===== config.mk =====
export PLATFORM = sky130hd
export DESIGN_NAME = peripheral_bus_timer
export DESIGN_NICKNAME = d
export VERILOG_FILES = /design/src/rtl/peripheral_bus_timer.sv
export SDC_FILE = /design/constraint.sdc
export NUM_CORES = 1
export LEC_CHECK = 0
export ABC_CLOCK_PERIOD_IN_PS = 7300
export CORE_MARGIN = 2
export CORE_UTILIZATION = 48
export DETAILED_ROUTE_END_ITERATION = 6
export GPL_TIMING_DRIVEN = 0
export HOLD_SLACK_MARGIN = 0.12
export PLACE_DENSITY = 0.73
export SYNTH_ARGS = -nofsm -noshare
export SYNTH_HDL_FRONTEND = slang
export SYNTH_SLANG_ARGS = --single-unit

===== constraint.sdc =====
create_clock -name wb_clk_i -period 7.3 [get_ports wb_clk_i]
set_input_delay 2.19 -clock wb_clk_i [delete_from_list [all_inputs] [get_ports wb_clk_i]]
set_output_delay 2.19 -clock wb_clk_i [all_outputs]
set_load 0.01 [all_outputs]

===== src/rtl/peripheral_bus_timer.sv =====
// Down-counting bus timer with periodic/one-shot expiry, sticky flag and irq; PERIPHERAL_TIMER_PRESCALER_EN adds PRESCALE at 0x010.
// Latency: writes land in one cycle; reads take two (busy in the first, registered data in the second).
// Backpressure: busy is the only wait request and is raised solely for the first cycle of a read.
module peripheral_bus_timer #(
    parameter logic [11:0] DEVICE_ADDRESS = 12'h000
) (
    input  logic        wb_clk_i,
    input  logic        wb_rst_n,
    input  logic        peripheralBus_we,
    input  logic        peripheralBus_oe,
    input  logic [23:0] peripheralBus_address,
    input  logic [3:0]  peripheralBus_byteSelect,
    input  logic [31:0] peripheralBus_dataWrite,
    output logic        peripheralBus_busy,
    output logic [31:0] peripheralBus_dataRead,
    output logic        timer_irq
);

    localparam logic [9:0] OFF_CONFIG   = 10'h000;
    localparam logic [9:0] OFF_RELOAD   = 10'h001;
    localparam logic [9:0] OFF_VALUE    = 10'h002;
    localparam logic [9:0] OFF_STATUS   = 10'h003;
    localparam logic [9:0] OFF_PRESCALE = 10'h004;

    logic        selected;
    logic [9:0]  reg_idx;
    logic        wr_en;
    logic        wr_config;
    logic        wr_reload;
    logic        wr_value;
    logic        wr_status;
    logic        wr_prescale;
    logic        rd_start;
    logic        tick;
    logic        expire;
    logic        unused_addr_bits;

    logic        cfg_enable;
    logic        cfg_one_shot;
    logic        cfg_irq_en;
    logic [31:0] reload_q;
    logic [31:0] value_q;
    logic        flag_q;
    logic        read_ready;
    logic [31:0] read_data;
    logic [31:0] rd_mux;
    logic [31:0] prescale_rd;

    function automatic logic [31:0] merge_bytes(input logic [31:0] old_val,
                                                input logic [31:0] new_val,
                                                input logic [3:0]  lanes);
        logic [31:0] res;
        res = old_val;
        for (int i = 0; i < 4; i++) begin
            if (lanes[i]) res[8*i +: 8] = new_val[8*i +: 8];
        end
        return res;
    endfunction

    assign selected         = (peripheralBus_address[23:12] == DEVICE_ADDRESS);
    assign reg_idx          = peripheralBus_address[11:2];
    assign unused_addr_bits = ^peripheralBus_address[1:0];

    assign wr_en       = selected && peripheralBus_we;
    assign wr_config   = wr_en && (reg_idx == OFF_CONFIG);
    assign wr_reload   = wr_en && (reg_idx == OFF_RELOAD);
    assign wr_value    = wr_en && (reg_idx == OFF_VALUE);
    assign wr_status   = wr_en && (reg_idx == OFF_STATUS);
    assign wr_prescale = wr_en && (reg_idx == OFF_PRESCALE);

    // A read is "started" only while no registered result is pending.
    assign rd_start = selected && peripheralBus_oe && !read_ready;
    assign expire   = tick && (value_q == 32'd0);

`ifdef PERIPHERAL_TIMER_PRESCALER_EN
    logic [15:0] prescale_q;
    logic [15:0] pre_cnt_q;

    assign tick        = cfg_enable && (pre_cnt_q == prescale_q);
    assign prescale_rd = {16'h0000, prescale_q};

    always_ff @(posedge wb_clk_i or negedge wb_rst_n) begin
        if (!wb_rst_n) begin
            prescale_q <= 16'h0000;
            pre_cnt_q  <= 16'h0000;
        end else begin
            if (wr_prescale && peripheralBus_byteSelect[0]) prescale_q[7:0]  <= peripheralBus_dataWrite[7:0];
            if (wr_prescale && peripheralBus_byteSelect[1]) prescale_q[15:8] <= peripheralBus_dataWrite[15:8];
            // Restart the divider whenever its period or the timer mode changes.
            if (wr_prescale || wr_config) begin
                pre_cnt_q <= 16'h0000;
            end else if (cfg_enable) begin
                pre_cnt_q <= tick ? 16'h0000 : pre_cnt_q + 16'd1;
            end
        end
    end
`else
    logic unused_prescale;

    assign tick            = cfg_enable;
    assign prescale_rd     = 32'h0000_0000;
    assign unused_prescale = wr_prescale;
`endif

    always_ff @(posedge wb_clk_i or negedge wb_rst_n) begin
        if (!wb_rst_n) begin
            cfg_enable   <= 1'b0;
            cfg_one_shot <= 1'b0;
            cfg_irq_en   <= 1'b0;
            reload_q     <= 32'h0000_0000;
            value_q      <= 32'h0000_0000;
            flag_q       <= 1'b0;
        end else begin
            if (tick) begin
                if (value_q == 32'd0) begin
                    if (cfg_one_shot) cfg_enable <= 1'b0;
                    else              value_q    <= reload_q;
                end else begin
                    value_q <= value_q - 32'd1;
                end
            end
            // Bus writes come last so they override the counter's update.
            if (wr_value) value_q <= merge_bytes(value_q, peripheralBus_dataWrite, peripheralBus_byteSelect);
            if (wr_reload) reload_q <= merge_bytes(reload_q, peripheralBus_dataWrite, peripheralBus_byteSelect);
            if (wr_config && peripheralBus_byteSelect[0]) begin
                cfg_enable   <= peripheralBus_dataWrite[0];
                cfg_one_shot <= peripheralBus_dataWrite[1];
                cfg_irq_en   <= peripheralBus_dataWrite[2];
            end
            if (expire) begin
                flag_q <= 1'b1;
            end else if (wr_status && peripheralBus_byteSelect[0] && peripheralBus_dataWrite[0]) begin
                flag_q <= 1'b0;
            end
        end
    end

    always_comb begin
        rd_mux = 32'h0000_0000;
        case (reg_idx)
            OFF_CONFIG:   rd_mux = {29'd0, cfg_irq_en, cfg_one_shot, cfg_enable};
            OFF_RELOAD:   rd_mux = reload_q;
            OFF_VALUE:    rd_mux = value_q;
            OFF_STATUS:   rd_mux = {31'd0, flag_q};
            OFF_PRESCALE: rd_mux = prescale_rd;
            default:      rd_mux = 32'h0000_0000;
        endcase
    end

    always_ff @(posedge wb_clk_i or negedge wb_rst_n) begin
        if (!wb_rst_n) begin
            read_ready <= 1'b0;
            read_data  <= 32'h0000_0000;
        end else begin
            read_ready <= rd_start;
            if (rd_start) read_data <= rd_mux;
        end
    end

    assign peripheralBus_busy     = wb_rst_n && rd_start;
    assign peripheralBus_dataRead = (wb_rst_n && read_ready && selected) ? read_data : 32'h0000_0000;
    assign timer_irq              = flag_q && cfg_irq_en;

endmodule


== After elaboration in Yosys (flattened, before gate mapping) ==
Cells that the tools add are included.

* Register bits: 101
* Input bits: 64
* Output and inout port bits: 34
* Word-level logic and storage cells: 68

* Add/sub/neg operators: 1
* Eq/ne operators: 8
* Muxes and demuxes: 16
* Reduce and logical (&&, ||, !) cells: 29

{| class="wikitable"
|+ Operators with widths
! cell !! number
|-
| 2-to-1 mux 32 bit || 5
|-
| case mux 32 bit (4 select lines) || 1
|-
| logical NOT 32 bit || 1
|-
| 2-to-1 mux 8 bit || 4
|-
| subtractor 32 x 1 -> 32 bit, second input constant || 1
|-
| == test 10 x 2 -> 1 bit, second input constant || 2
|-
| logical AND 1 bit || 15
|-
| logical NOT 12 bit || 1
|-
| AND reduction 3 bit || 4
|-
| == test 10 x 1 -> 1 bit, second input constant || 1
|-
| logical NOT 10 bit || 1
|-
| != test 2 bit, second input constant || 4
|-
| AND reduction 2 bit || 4
|-
| 2-to-1 mux 1 bit || 6
|-
| nonzero test 2 bit || 2
|-
| != test 3 bit, second input constant || 1
|-
| logical NOT 1 bit || 1
|}

== Depth between registers and ports, before layout ==
* Word-level depth: 7
* Depth in mapped cells: 10

== Least setup slack after synthesis ==
Ideal clock, no wire load.

* Path type: input port to output port
* From: input peripheralBus_address[13]
* To: output peripheralBus_dataRead[10]
* Arrival: 3327 ps
* Data required time: 5110 ps
* Path slack: 1783 ps
* Cell stages on the path: 5
* Cells stage by stage: nor4_1 -> and3_1 -> and3_1 -> clkbuf_1 -> and2_1

* Longest elaborated chain between the ends: 3

{| class="wikitable"
|+ RTL lines
! what !! RTL line !! RTL
|-
| start, declared || 11 || <nowiki>input logic [23:0] peripheralBus_address,</nowiki>
|-
| logical NOT 12 bit || 60 || <nowiki>assign selected = (peripheralBus_address[23:12] == DEVICE_ADDRESS);</nowiki>
|-
| logical AND 1 bit || 161 || <nowiki>assign peripheralBus_dataRead = (wb_rst_n && read_ready && selected) ? read_data : 32'h0000_0000;</nowiki>
|-
| 2-to-1 mux 32 bit || 161 ||
|-
| end, declared || 15 || <nowiki>output logic [31:0] peripheralBus_dataRead,</nowiki>
|}

Every way passes these cells.

== Final worst setup path ==
* From: input peripheralBus_address[13]
* To: output peripheralBus_dataRead[11]

The elaborated chain is that of the path after synthesis.

==> out/metrics.yaml <==
outcome: "completed"
synth_commonest_cells: "101 x dfrtp_1, 87 x nand2_1, 35 x and2_1"
fillers: 1050
synth.avg_cell_area_sq_um: 9.62
portBuffers: 94
synth.most_common_cell: "dfrtp_1"
postCtsSetupBuffers: 0
finalHoldViolCount: 0
hold_class: "reg -> reg"
grt_max_degree: 53
finalPower_w: 0.00114
synth-main-ff-cell: "dfrtp_1"
drt_iter0_markers: 381
rsz0062_at_grt: "false"
cap_violations: 0
ys_seq_area_share_pct: 42.9
p_per_area_nw_per_um2: 155
power_leakage_nw: 3.26
ir_worst_vdd_mv: 0.146
period_minus_slack_ns: 7.00
floorplan.rows: 40
synth-async-reset-ratio_pct: 100
grt_first_pass_wirelength_mm: 28.4
cts.sinks: 101
placed_area_sq_um: 7040
slew_headroom_pct: 36.0
synth_area_sq_um: 5890
wire_per_inst_microns: 20.3
grt_use_total_pct: 28.0
yosys.area.top_type: "dfrtp_1"
dieArea_sq_um: 13200
areaGrowthSynthToFinish_pct: 25.1
cp.required_ns: 5.11
worstPathArrival_ns: 4.81
hold_buffers: 0
antenna_found_initial: 0
via_per_inst: 6.00
post-route-period-util_pct: 95.9
tritoncts: "built"
design_area_sq_um: 7360
die_w_microns: 115
synth_fp_nets: 678
area.sequential_sq_um: 2530
h-tree-depth: 3
io_pins: 98
root_buffer: "clkbuf_16"
worstMarginPinSlew_ns: 0.957
setup_viol: 0
slowest_stage: "clkdlybuf4s50_1"
yosysWarnings: 0
dp_hpwl_mm: 13.2
numCtsBuffers: 9
synth-edff-count: 0
drv_slew: 0
core_area_sq_um: 12000
die_h_microns: 115
path_cells: "clkdlybuf4s50_1 -> nor4_1 -> and3_1 -> and3_1 -> clkbuf_1 -> and2_1 -> clkdlybuf4s50_1"
layout.nets: 784
start_util_pct: 49.0
path_class: "in -> out"
antenna_cells: 0
cpPeakStageDelay_ns: 0.55
grt_pass1_vias: 5279
ant_nets: 0
post_cts_resized: 0
synthTopCellsByArea: "dfrtp_1 43%, mux2_4 8.2%, nand2_1 5.5%"
wl_mm: 17.7
crit_family: "buffers and inverters"
fmax_mhz: 143
grt_overflow: 0
gp_congestion: 0.907
end_kind: "primary output"
final.setup_skew_ns: 0.00805
ys_types: 57
multi_input_area_sq_um: 3090
critPathMaxFanout: 10
cts_buffer_depth: 2
drtPass1Iterations: 5
drive_above_1_share_pct: 12.6
worstSkewPairLatency_ns: 0.36
synth.top_cell.area_share_pct: 42.9
netlist_instances: 612
num_vias: 5218
synth.ff_latch_count: 101
path_buf_inv: 3
drc: 0
cp-start-kind: "input pin"
clk_pin_slew_ns: 0.06
## routing by layer
| metal | part of all wire, % | GRT usage, % |
|---|---|---|
| met2 | 48 | 46.8 |
| met3 | 5.1 | 5.90 |
| met4 | 2.3 | 7.95 |
| met1 | 45 | 37.2 |
| met5 | 0 | 0 |
## flip-flops by register name, indices dropped and copies added, names as in the netlist
| signal | count |
|---|---|
| cfg_irq_en | 1 |
| reload_q | 32 |
| cfg_one_shot | 1 |
| cfg_enable | 1 |
| read_data | 32 |
| flag_q | 1 |
| value_q | 32 |
| read_ready | 1 |
## worst min-delay path: stages (launching register included)
cell	delay (ns)
dfrtp_1	0.34
nand2_1	0.04
o21ai_0	0.06
## power by group
part	internal (W)	switching [W]	leakage, nW
sequential	0.000559	0.0000000286	1.40
clock	0.000318	0.000210	0.159
combinational	0.0000323	0.0000235	1.71
total	0.000910	0.000233	3.26
## per-stage QoR
stage / std cells / setup TNS (ns) / hold slack (ns) / utilization [%] / worst slack [ns]
2_1_floorplan: 612 / 0 / 0.440 / - / 1.78
3_3_place_gp: 853 / -88.46 / 0.453 / 58.4 / -2.85
3_5_place_dp: 854 / 0 / 0.463 / 58.6 / 0.350
4_1_cts: 869 / 0 / 0.477 / 61.3 / 0.333
5_1_grt: 869 / 0 / 0.497 / 61.3 / 0.173
6_report: 869 / 0 / 0.471 / 61.3 / 0.300
## cells by family (layout without fill, tap and decap cells)
family,count (synthesis),count (layout),share of synthesized area [%]
xor gates and xnor gates,14,14,2.08
DFF,101,101,42.9
and+or+nand+nor,246,246,21.8
muxes,42,42,10.2
buffers and inverters,52,162,4.61
AOI/OAI and AO/OA,155,155,17.9
adders and majority gates,2,2,0.425
## final timing paths
check                      slack (ns)  cells past startpoint                         end                 startpoint
max reg2reg                      4.10                      8                 value_q[30]                 value_q[0]
min reg2reg                      0.47                      2               read_data[18]              read_data[18]
max                              0.30                      7  peripheralBus_dataRead[11]  peripheralBus_address[13]
max in group asynchronous        4.73                      2               read_data[13]                   wb_rst_n
min                              0.47                      2               read_data[18]              read_data[18]
min in group asynchronous        1.87                      1               read_data[31]                   wb_rst_n
## cells in the final DEF, fill, tap and decap left out, types with 7 or more instances in the layout
master	count
nor2_1	33
mux2_4	32
a31oi_1	28
clkbuf_16	9
o211ai_1	19
nor4_1	10
dfrtp_1	101
buf_6	8
nand4_1	8
nor3_1	12
buf_2	10
inv_1	9
o21ai_0	34
nand3_1	21
xnor2_1	7
xor2_1	7
clkbuf_1	25
and2_1	35
a22oi_1	29
clkdlybuf4s50_1	93
nand2_1	87
a21oi_1	16
## layout make-up
class	instances	area share (%)
Tap cell	147	2.50
Multi-Input combinational cell	459	41.9
Clock inverter	3	0.935
Sequential cell	101	34.3
Buffer	43	3.23
Clock buffer	12	3.48
Timing Repair Buffer	95	13.1
Inverter	9	0.459
Note: power is estimated with default switching activity, not from simulation.
